`src/rtl/mctrl_pkg.sv`:
```
// mctrl_pkg: shared constants and types for the multicycle sequencer.
//   - opcode constants (ir[15:13]), XZR register index
//   - instruction field bit positions
//   - FSM state enum and decoded opcode class
//   - sext_imm(): sign-extend the 7-bit immediate field to 16 bits
// Optional feature macro: MCTRL_HALT_EN (adds the HALT state).
package mctrl_pkg;

  localparam logic [2:0] OP_ADD  = 3'd0;
  localparam logic [2:0] OP_CBZ  = 3'd5;
  localparam logic [2:0] OP_ADDI = 3'd6;

  localparam logic [2:0] XZR = 3'd7;

  // Instruction fields:
  //   ADD : op[15:13] rm[12:10] ----[9:6] rn[5:3] rd[2:0]
  //   ADDI: op[15:13] imm7[12:6]          rn[5:3] rd[2:0]
  //   CBZ : op[15:13] off7[12:6]          ---     rt[2:0]
  localparam int OP_HI  = 15;
  localparam int OP_LO  = 13;
  localparam int RM_HI  = 12;
  localparam int RM_LO  = 10;
  localparam int IMM_HI = 12;
  localparam int IMM_LO = 6;
  localparam int RN_HI  = 5;
  localparam int RN_LO  = 3;
  localparam int RD_HI  = 2;
  localparam int RD_LO  = 0;
  localparam int IMM_W  = IMM_HI - IMM_LO + 1;

`ifdef MCTRL_HALT_EN
  typedef enum logic [2:0] {
    S_IDLE   = 3'd0,
    S_FETCH  = 3'd1,
    S_DECODE = 3'd2,
    S_EXEC   = 3'd3,
    S_WB     = 3'd4,
    S_HALT   = 3'd5
  } state_t;
`else
  typedef enum logic [2:0] {
    S_IDLE   = 3'd0,
    S_FETCH  = 3'd1,
    S_DECODE = 3'd2,
    S_EXEC   = 3'd3,
    S_WB     = 3'd4
  } state_t;
`endif

  typedef enum logic [1:0] {
    C_ADD  = 2'd0,
    C_ADDI = 2'd1,
    C_CBZ  = 2'd2,
    C_ILL  = 2'd3
  } op_cls_t;

  function automatic logic [15:0] sext_imm(input logic [15:0] i);
    return {{(16-IMM_W){i[IMM_HI]}}, i[IMM_HI:IMM_LO]};
  endfunction

endpackage

```
`src/rtl/mctrl_decode.sv`:
```
// mctrl_decode: purely combinational instruction decode from the latched ir.
// Ports:
//   ir       in  16 : latched instruction
//   cls      out 2  : opcode class (op_cls_t encoding)
//   raddr1   out 3  : rn for ADD/ADDI, rt for CBZ
//   raddr2   out 3  : rm
//   waddr    out 3  : rd
//   imm      out 16 : sign-extended ir[12:6]
//   halt_pat out 1  : CBZ XZR,#0 (branch-to-self on the zero register)
module mctrl_decode
  import mctrl_pkg::*;
(
  input  logic [15:0] ir,
  output logic [1:0]  cls,
  output logic [2:0]  raddr1,
  output logic [2:0]  raddr2,
  output logic [2:0]  waddr,
  output logic [15:0] imm,
  output logic        halt_pat
);

  logic [2:0] op;
  assign op = ir[OP_HI:OP_LO];

  always_comb begin
    cls = C_ILL;
    case (op)
      OP_ADD:  cls = C_ADD;
      OP_ADDI: cls = C_ADDI;
      OP_CBZ:  cls = C_CBZ;
      default: cls = C_ILL;
    endcase
  end

  // CBZ tests rt, which sits in the rd slot.
  assign raddr1   = (op == OP_CBZ) ? ir[RD_HI:RD_LO] : ir[RN_HI:RN_LO];
  assign raddr2   = ir[RM_HI:RM_LO];
  assign waddr    = ir[RD_HI:RD_LO];
  assign imm      = sext_imm(ir);
  assign halt_pat = (op == OP_CBZ) && (ir[RD_HI:RD_LO] == XZR) &&
                    (ir[IMM_HI:IMM_LO] == '0);

endmodule

```
`src/rtl/multicycle_ctrl.sv`:
```
// multicycle_ctrl: FETCH/DECODE/EXEC/WB sequencer for the 16-bit ARM-subset
// CPU. Owns PC and the instruction register and drives every datapath enable.
// Ports:
//   clock, reset_n (async, active low)
//   start     in  : begin at PC 0 from IDLE (or HALT)
//   stop      in  : go IDLE at the next instruction boundary, PC kept
//   iaddr     out : fetch address (= PC, registered)
//   idata     in  : instruction memory data
//   ir        out : latched instruction
//   rf_raddr1/rf_raddr2/rf_waddr out : register-file addresses (from ir)
//   rf_we     out : register-file write strobe (WB only, never for XZR)
//   alu_b_imm out : ALU operand B select (1 = imm)
//   imm       out : sign-extended ir[12:6]
//   rs_zero   in  : read-port-1 data is zero (sampled in EXEC)
//   busy      out : not IDLE/HALT
//   illegal   out : one-cycle pulse in EXEC of an undefined opcode
//   halted    out : in HALT (MCTRL_HALT_EN only, else 0)
// Optional feature macro: MCTRL_HALT_EN (CBZ XZR,#0 enters HALT).
module multicycle_ctrl
  import mctrl_pkg::*;
#(
  parameter int PC_W = 16
) (
  input  logic            clock,
  input  logic            reset_n,
  input  logic            start,
  input  logic            stop,
  output logic [PC_W-1:0] iaddr,
  input  logic [15:0]     idata,
  output logic [15:0]     ir,
  output logic [2:0]      rf_raddr1,
  output logic [2:0]      rf_raddr2,
  output logic [2:0]      rf_waddr,
  output logic            rf_we,
  output logic            alu_b_imm,
  output logic [15:0]     imm,
  input  logic            rs_zero,
  output logic            busy,
  output logic            illegal,
  output logic            halted
);

  state_t          state;
  logic [PC_W-1:0] pc;
  logic [1:0]      cls_raw;
  op_cls_t         cls;
  logic            halt_pat;
  logic [PC_W-1:0] pc_inc;
  logic [PC_W-1:0] pc_br;
  state_t          fetch_nxt;

  mctrl_decode u_dec (
    .ir       (ir),
    .cls      (cls_raw),
    .raddr1   (rf_raddr1),
    .raddr2   (rf_raddr2),
    .waddr    (rf_waddr),
    .imm      (imm),
    .halt_pat (halt_pat)
  );

  assign cls   = op_cls_t'(cls_raw);
  assign iaddr = pc;

  // Offsets are halfword counts relative to the branch's own address; all
  // PC arithmetic wraps modulo 2^PC_W and keeps bit 0 clear.
  assign pc_inc = pc + PC_W'(2);
  assign pc_br  = pc + {{(PC_W-IMM_W-1){imm[15]}}, imm[IMM_W-1:0], 1'b0};

  // Every way into FETCH honours stop and parks in IDLE instead.
  assign fetch_nxt = stop ? S_IDLE : S_FETCH;

`ifndef MCTRL_HALT_EN
  logic unused_halt;
  assign unused_halt = halt_pat;
  assign halted      = 1'b0;
`endif

  always_ff @(posedge clock or negedge reset_n) begin
    if (!reset_n) begin
      state     <= S_IDLE;
      pc        <= '0;
      ir        <= '0;
      rf_we     <= 1'b0;
      alu_b_imm <= 1'b0;
      busy      <= 1'b0;
      illegal   <= 1'b0;
`ifdef MCTRL_HALT_EN
      halted    <= 1'b0;
`endif
    end else begin
      rf_we   <= 1'b0;
      illegal <= 1'b0;
      case (state)
        S_IDLE: begin
          if (start) begin
            pc    <= '0;
            state <= fetch_nxt;
            busy  <= ~stop;
          end
        end
        S_FETCH: begin
          ir    <= idata;
          state <= S_DECODE;
        end
        S_DECODE: begin
          // Operand select and illegal flag are valid for the whole EXEC cycle.
          alu_b_imm <= (cls == C_ADDI);
          illegal   <= (cls == C_ILL);
          state     <= S_EXEC;
        end
        S_EXEC: begin
          case (cls)
            C_ADD, C_ADDI: begin
              // Writes to XZR are discarded by never raising the strobe.
              rf_we <= (rf_waddr != XZR);
              state <= S_WB;
            end
            C_CBZ: begin
`ifdef MCTRL_HALT_EN
              if (halt_pat) begin
                state  <= S_HALT;
                busy   <= 1'b0;
                halted <= 1'b1;
              end else begin
                pc    <= rs_zero ? pc_br : pc_inc;
                state <= fetch_nxt;
                busy  <= ~stop;
              end
`else
              pc    <= rs_zero ? pc_br : pc_inc;
              state <= fetch_nxt;
              busy  <= ~stop;
`endif
            end
            default: begin
              pc    <= pc_inc;
              state <= fetch_nxt;
              busy  <= ~stop;
            end
          endcase
        end
        S_WB: begin
          pc        <= pc_inc;
          alu_b_imm <= 1'b0;
          state     <= fetch_nxt;
          busy      <= ~stop;
        end
`ifdef MCTRL_HALT_EN
        S_HALT: begin
          // PC stays frozen on the halting CBZ until restarted.
          if (start) begin
            pc     <= '0;
            halted <= 1'b0;
            state  <= fetch_nxt;
            busy   <= ~stop;
          end
        end
`endif
        default: begin
          state <= S_IDLE;
          busy  <= 1'b0;
        end
      endcase
    end
  end

endmodule

```
`config.mk`:
```
export PLATFORM = sky130hd
export DESIGN_NAME = multicycle_ctrl
export DESIGN_NICKNAME = d
export VERILOG_FILES = /design/src/rtl/mctrl_pkg.sv /design/src/rtl/mctrl_decode.sv /design/src/rtl/multicycle_ctrl.sv
export SDC_FILE = /design/constraint.sdc
export NUM_CORES = 1
export LEC_CHECK = 0
export CAP_MARGIN = 40
export CORE_ASPECT_RATIO = 1.25
export CORE_MARGIN = 2
export CORE_UTILIZATION = 44
export CTS_BUF_LIST = sky130_fd_sc_hd__clkbuf_16
export DETAILED_ROUTE_END_ITERATION = 10
export PLACE_DENSITY = 0.77
export SYNTH_ARGS = -nofsm -noshare
export SYNTH_HDL_FRONTEND = slang
export SYNTH_SLANG_ARGS = --single-unit
```
`constraint.sdc`:
```
create_clock -name clock -period 2.63 [get_ports clock]
set_clock_uncertainty 0.2 [all_clocks]
set_input_delay 0.3945 -clock clock [delete_from_list [all_inputs] [get_ports clock]]
set_output_delay 0.3945 -clock clock [all_outputs]
set_load 0.005 [all_outputs]
```
======== Word level (Yosys, flattened, before mapping) ========
Index checks and enable logic that the tools add are counted.
word-level totals
  flip-flop bits (word level) ............. 39
  bits in latches ......................... 0
  memory bits (writable) .................. 0
  ROM bits ................................ 0
  output and inout bits ................... 62
  logic and storage cells ................. 49
  memories ................................ 0
operators by class
  $add $sub $neg .......................... 2
  $mul .................................... 0
  divide/modulo/power cells ............... 0
  $lt $le $gt $ge ......................... 0
  equality and inequality tests ........... 12
  shift-type cells ........................ 0
  multiplexer cells ....................... 17
  bitwise logic cells ..................... 2
  reduce and logical (&&, ||, !) cells .... 9
operators by type and width
  kind                                                 number
  one-hot mux 16 bit (3 select lines)                  1
  2-to-1 mux 16 bit                                    2
  one-hot mux 16 bit (2 select lines)                  1
  adder 16 bit                                         1
  adder 16 x 2 -> 16 bit, second input constant        1
  one-hot mux 3 bit (5 select lines)                   1
  equality test 3 bit, second input constant           3
  2-to-1 mux 3 bit                                     3
  equality test 3 x 2 -> 1 bit, second input constant  2
  zero test 3 bit                                      2
  2-to-1 mux 1 bit                                     6
  one-hot mux 2 bit (3 select lines)                   1
  AND reduction 3 bit                                  2
  equality test 2 bit, second input constant           2
  != test 2 bit, second input constant                 2
  one-hot mux 1 bit (4 select lines)                   1
  OR reduction 2 bit                                   2
  equality test 3 x 1 -> 1 bit, second input constant  1
  != test 3 bit, second input constant                 1
  nonzero test 3 bit                                   1
  equality test 2 x 1 -> 1 bit, second input constant  1
  zero test 2 bit                                      1
  NOT 1 bit                                            2
  one-hot mux 1 bit (2 select lines)                   1
  nonzero test 2 bit                                   1

======== Logic depth before layout (Yosys ltp) ========
  depth in word-level cells ............... 6
  depth in mapped cells ................... 9
  depth with buffers taken out ............ 9

======== Cells and area by module ========
From an unflattened synthesis, not the netlist that was laid out.
second synthesis, totals
  cells, all modules ...................... 307
  area, all modules ....................... 2852.7 um2
modules (own cells, without submodules)
  module           times used  cells an instance  area each (um2)  seq. area each (um2)
  multicycle_ctrl  1           273                2566.2           950.9
  mctrl_decode     1           34                 286.5            0.0

======== Least setup slack after synthesis ========
OpenSTA, ideal clock, no wires.
  kind .................................... register to register
  start ................................... register ir[12]
  end ..................................... register pc[14] (netlist: iaddr[14])
  setup time .............................. 0.138 ns
  arrival ................................. 2.471 ns
  data required time ...................... 2.292 ns
  setup slack ............................. -0.179 ns
  stages on the path, launching flop included .. 8
  buffers on the path ..................... 0
  clock period less this slack ............ 2.809 ns
  cells stage by stage .................... dfrtp_1 > ha_1 > a21o_1 > a221o_1 > a221o_1 > mux2i_1 > a2111oi_0 > a21oi_1
between the ends
  cells in the longest elaborated chain, start to end .. 4
ends and longest elaborated chain
  item                                 RTL line                RTL
  start, declared                      multicycle_ctrl.sv:30   output logic [15:0] ir,
  start signal, assigned               multicycle_ctrl.sv:103  ir <= idata;
  adder 16 bit                         multicycle_ctrl.sv:68   assign pc_br = pc + {{(PC_W-IMM_W-1){imm[15]}}, imm[IMM_W-1:0], 1'b0};
  2-to-1 mux 16 bit                    multicycle_ctrl.sv:131  pc <= rs_zero ? pc_br : pc_inc;
  one-hot mux 16 bit (2 select lines)  multicycle_ctrl.sv:113  case (cls)
  one-hot mux 16 bit (3 select lines)  multicycle_ctrl.sv:94   case (state)
  end signal, assigned                 multicycle_ctrl.sv:131
  end signal, assigned                 multicycle_ctrl.sv:137  pc <= pc_inc;
  end signal, assigned                 multicycle_ctrl.sv:144  pc <= pc_inc;
  end, declared                        multicycle_ctrl.sv:44   logic [PC_W-1:0] pc;
No other way between the ends.
A chain may end at the register's enable or synchronous reset.

======== Worst setup path after layout ========
  start ................................... register ir[11]
  end ..................................... register pc[12] (netlist: iaddr[12])
The elaborated chain is that of the path after synthesis.

==> impl_metrics.prom <==
# TYPE chip_impl_metric gauge
chip_impl_info{name="critical_path.reg2reg.endpoint",value="iaddr[12]"} 1
chip_impl_metric{name="final_nets",unit=""} 434
chip_impl_metric{name="post-route-min-period",unit="ns"} 2.53
chip_impl_metric{name="clock_latency_reported_for_the_late_side_of_the_worst_skew_pair",unit="ns"} 0.28
chip_impl_metric{name="worst_ep_required_time",unit="ns"} 2.65
chip_impl_metric{name="routed_wl",unit="um"} 7400
chip_impl_metric{name="port-buffer-count",unit=""} 80
chip_impl_metric{name="multi_input_comb_area",unit="sq mm"} 0.00169
chip_impl_metric{name="initialDrtViolationCount",unit=""} 125
chip_impl_info{name="tritoncts",value="yes"} 1
chip_impl_metric{name="cellLeakagePower",unit="nW"} 1.65
chip_impl_metric{name="ir_worst_vdd",unit="V"} 0.000705
chip_impl_metric{name="setup_violations",unit=""} 0
chip_impl_metric{name="tns",unit="ns"} 0
chip_impl_metric{name="ys_async_sr_fraction",unit="%"} 100
chip_impl_metric{name="drt-vias-per-instance",unit=""} 5.62
chip_impl_metric{name="synth_compound_area_share",unit="%"} 22.7
chip_impl_metric{name="place_area",unit="sq mm"} 0.00373
chip_impl_metric{name="finalHoldViolations",unit=""} 0
chip_impl_metric{name="post_synth_inst_count",unit=""} 324
chip_impl_info{name="cts.root.buffer_cell",value="clkbuf_16"} 1
chip_impl_metric{name="fin_worst_hold_slack",unit="ns"} 0.327
chip_impl_metric{name="grt_use_total",unit="%"} 20.9
chip_impl_metric{name="htreeDepth",unit=""} 2
chip_impl_metric{name="finalMaxSlewViolations",unit=""} 0
chip_impl_metric{name="placeableCoreArea",unit="sq mm"} 0.00621
chip_impl_metric{name="clockBufferDepth",unit=""} 2
chip_impl_metric{name="sequential_to_total_area_share_from_yosys_stat",unit="%"} 33.3
chip_impl_metric{name="power.density_cell_area",unit="mW/mm^2"} 1180
chip_impl_metric{name="pre_cts_ws",unit="ns"} 0.0324
chip_impl_metric{name="dp.final_hpwl",unit="um"} 5560
chip_impl_info{name="synth.largest_area_cell",value="dfrtp_1"} 1
chip_impl_metric{name="finish.instance_area",unit="sq mm"} 0.00396
chip_impl_info{name="path_class",value="reg -> reg"} 1
chip_impl_metric{name="syn_avg_cell_area",unit="sq um"} 8.80
chip_impl_metric{name="reg2reg_depth",unit=""} 7
chip_impl_metric{name="post-synth-top-area-fraction",unit="%"} 33.3
chip_impl_info{name="startpoint_types",value="flop"} 1
chip_impl_metric{name="placement_rows",unit=""} 32
chip_impl_metric{name="layout-drive-gt1-share",unit="%"} 14.6
chip_impl_metric{name="dieArea",unit="sq mm"} 0.00715
chip_impl_metric{name="grt_pass1_vias",unit=""} 2572
chip_impl_metric{name="tightestPinTransition",unit="ns"} 0.544
chip_impl_metric{name="clk_transition_reported_paths",unit="ns"} 0.06
chip_impl_metric{name="vias",unit=""} 2714
chip_impl_metric{name="post_synth_fa_ha_maj_area_fraction",unit="%"} 7.28
chip_impl_metric{name="wire_length_of_the_first_global_routing_pass",unit="um"} 12200
chip_impl_metric{name="cts_inserted_buffers",unit=""} 5
chip_impl_metric{name="grt.overflow.total",unit=""} 0
chip_impl_metric{name="start_util",unit="%"} 46.0
chip_impl_metric{name="drc",unit=""} 0
chip_impl_info{name="biggest_area_contributors_in_the_synthesized_netlist",value="dfrtp_1, mux2_2, ha_1, buf_4, o21ai_0"} 1
chip_impl_metric{name="synth_simple_gate_area_share",unit="%"} 16.4
chip_impl_info{name="worst_r2r_startpoint",value="ir[11]"} 1
chip_impl_metric{name="synth-edff-count",unit=""} 0
chip_impl_metric{name="final.period_utilization",unit="%"} 96.4
chip_impl_info{name="synth_top_family_by_area",value="compound AO/OA/AOI/OAI gates"} 1
chip_impl_metric{name="worst-path-max-fanout",unit=""} 5
chip_impl_metric{name="register_cell_area_after_layout",unit="sq um"} 953
chip_impl_metric{name="die_width",unit="um"} 76.0
chip_impl_metric{name="postLayoutCoreUtil",unit="%"} 63.9
chip_impl_info{name="synth-main-ff-cell",value="dfrtp_1"} 1
chip_impl_metric{name="grt_antenna_before_repair",unit=""} 0
chip_impl_metric{name="number_of_max_cap_violations",unit=""} 0
chip_impl_metric{name="synth.area.mux_share",unit="%"} 7.76
chip_impl_metric{name="cts.sinks",unit=""} 38
chip_impl_metric{name="n_antenna_cell",unit=""} 0
chip_impl_metric{name="max_freq",unit="GHz"} 0.394
chip_impl_info{name="hp-class",value="in -> async"} 1
chip_impl_metric{name="detail_route.wl_per_cell",unit="um"} 15.3
chip_impl_info{name="rsz0062_at_grt",value="no"} 1
chip_impl_metric{name="detail_route.first_pass.iterations",unit=""} 4
chip_impl_metric{name="n_fill_cell",unit=""} 490
chip_impl_metric{name="synth.cell_area",unit="sq mm"} 0.00285
chip_impl_metric{name="ant_nets",unit=""} 0
chip_impl_info{name="critical_path.endpoint_type",value="flop"} 1
chip_impl_metric{name="layout-area-overhead-vs-synth",unit="%"} 38.9
chip_impl_metric{name="final_weighted_congestion_of_routability_driven_global_placement",unit=""} 0.897
chip_impl_metric{name="synth-seq-cells",unit=""} 38
chip_impl_info{name="outcome",value="finished, final reports clean"} 1
chip_impl_metric{name="yosys_warnings",unit=""} 0
chip_impl_metric{name="timing.final.ws_setup",unit="ns"} 0.0951
chip_impl_metric{name="boundaryPins",unit=""} 83
chip_impl_metric{name="relSlewSlack",unit="%"} 63.6
chip_impl_metric{name="worstPathArrival",unit="ns"} 2.55
chip_impl_metric{name="timing.reg2reg.setup_slack",unit="ns"} 0.1
chip_impl_metric{name="grt_max_degree",unit=""} 29
chip_impl_metric{name="post_synth_num_cell_types",unit=""} 56
chip_impl_metric{name="synth_xor_area_share",unit="%"} 3.07
chip_impl_metric{name="die_h",unit="um"} 94.0
-- cells in the mapped netlist (2+ instances only) --
| library cell | n |
|---|---|
| a221o_1 | 2 |
| o22ai_1 | 4 |
| dfrtp_1 | 38 |
| nor4_1 | 2 |
| ha_1 | 15 |
| inv_1 | 9 |
| mux2i_1 | 3 |
| a2111oi_0 | 3 |
| nor3b_1 | 6 |
| xor2_1 | 5 |
| clkbuf_1 | 11 |
| nor2_1 | 19 |
| o32ai_1 | 3 |
| o21ai_0 | 31 |
| xnor2_1 | 5 |
| nand2b_1 | 5 |
| o21a_1 | 3 |
| o311ai_0 | 2 |
| nand2_1 | 23 |
| a21oi_1 | 23 |
| nand3_1 | 12 |
| a21o_1 | 5 |
| a22o_1 | 3 |
| nor3_1 | 10 |
| and3_1 | 5 |
| a211oi_1 | 2 |
| o32a_1 | 2 |
| buf_4 | 24 |
| a31oi_1 | 5 |
| nand3b_1 | 2 |
| mux2_2 | 17 |
-- metal layers --
layer	vias up	part of all wire (%)	GRT usage, %	wire (um)
met5	-	0	0	0
met4	0	1.7	7.27	129
met3	12	5.7	4.33	422
met2	100	50	36.3	3720
met1	1281	42	26.0	3130
li1	1321	-	-	-
-- logic make-up (layout without fill, tap and decap cells) --
group,Yosys count,after routing
AOI/OAI and AO/OA,100,100
and+or+nand+nor,93,93
buffers and inverters,46,119
DFF,38,38
muxes,20,20
adders and majority gates,16,16
xor gates and xnor gates,10,10
other,1,2
-- power breakdown --
| part | switching (W) | internal [W] |
|---|---|---|
| clock | 0.000236 | 0.000540 |
| combinational | 0.00123 | 0.00158 |
| sequential | 0.000299 | 0.000810 |
-- state kept, by name, summed over array words and instances, names as in the netlist --
register and flops:
alu_b_imm 1, illegal 1, rf_we 1, busy 1, iaddr 15, ir 16
state 3
-- through the flow --
step	std cells	power [W]
after detailed placement	473	0.00386
final	483	0.00469
after global routing	483	0.00503
after CTS	482	0.00468
after floorplan	325	0.00275
after global placement	472	0.00379
-- critical path, stage by stage, from the launching register on --
cell	delay, ns
dfrtp_1	0.42
ha_1	0.32
and3_2	0.19
a221o_1	0.29
a221o_1	0.44
a2111oi_2	0.38
a41o_1	0.13
a21o_1	0.10
-- final cells by class --
class	instances	area share [%]
inverter	9	0.853
multi-input combinational	241	42.7
clock buffer	5	3.16
clock inverter	3	1.61
timing repair buffer	102	24.9
tap	85	2.68
sequential	38	24.1
-- how the worst max path moves through the flow --
| stage | slack [ns] | from | endpoint | cells past startpoint |
|---|---|---|---|---|
| 2_1_floorplan | 0.04 | ir[12] | iaddr[14] | 7 |
| 3_3_place_gp | 0.11 | ir[11] | iaddr[14] | 7 |
| 3_5_place_dp | 0.03 | ir[11] | iaddr[14] | 7 |
| 4_1_cts | 0.02 | iaddr[2] | iaddr[14] | 7 |
| 5_1_grt | 0.005 | ir[10] | iaddr[14] | 7 |
| 6_report | 0.1 | ir[11] | iaddr[12] | 7 |
-- placed cells by master, fill, tap and decap left out, drive strengths merged, types with 6 or more instances in the layout --
cell | Yosys | final
dfrtp | 38 | 38
ha | 15 | 15
buf | 26 | 22
a21oi | 23 | 23
nor3b | 6 | 6
and3 | 6 | 6
nand3 | 12 | 12
mux2 | 17 | 17
o21ai | 31 | 31
nor3 | 10 | 10
inv | 9 | 9
clkdlybuf4s50 | 0 | 79
nor2 | 19 | 19
nand2 | 23 | 23
-- what timing repair did --
item / 4_1_cts / 5_1_grt
gates resized for setup: 0 / 6
setup buffers: 0 / 1
setup endpoints to repair: 0 / 5
hold buffers: 1 / 0
endpoints found under the hold margin: 10 / 0
Note: power is estimated with default switching activity, not from simulation.
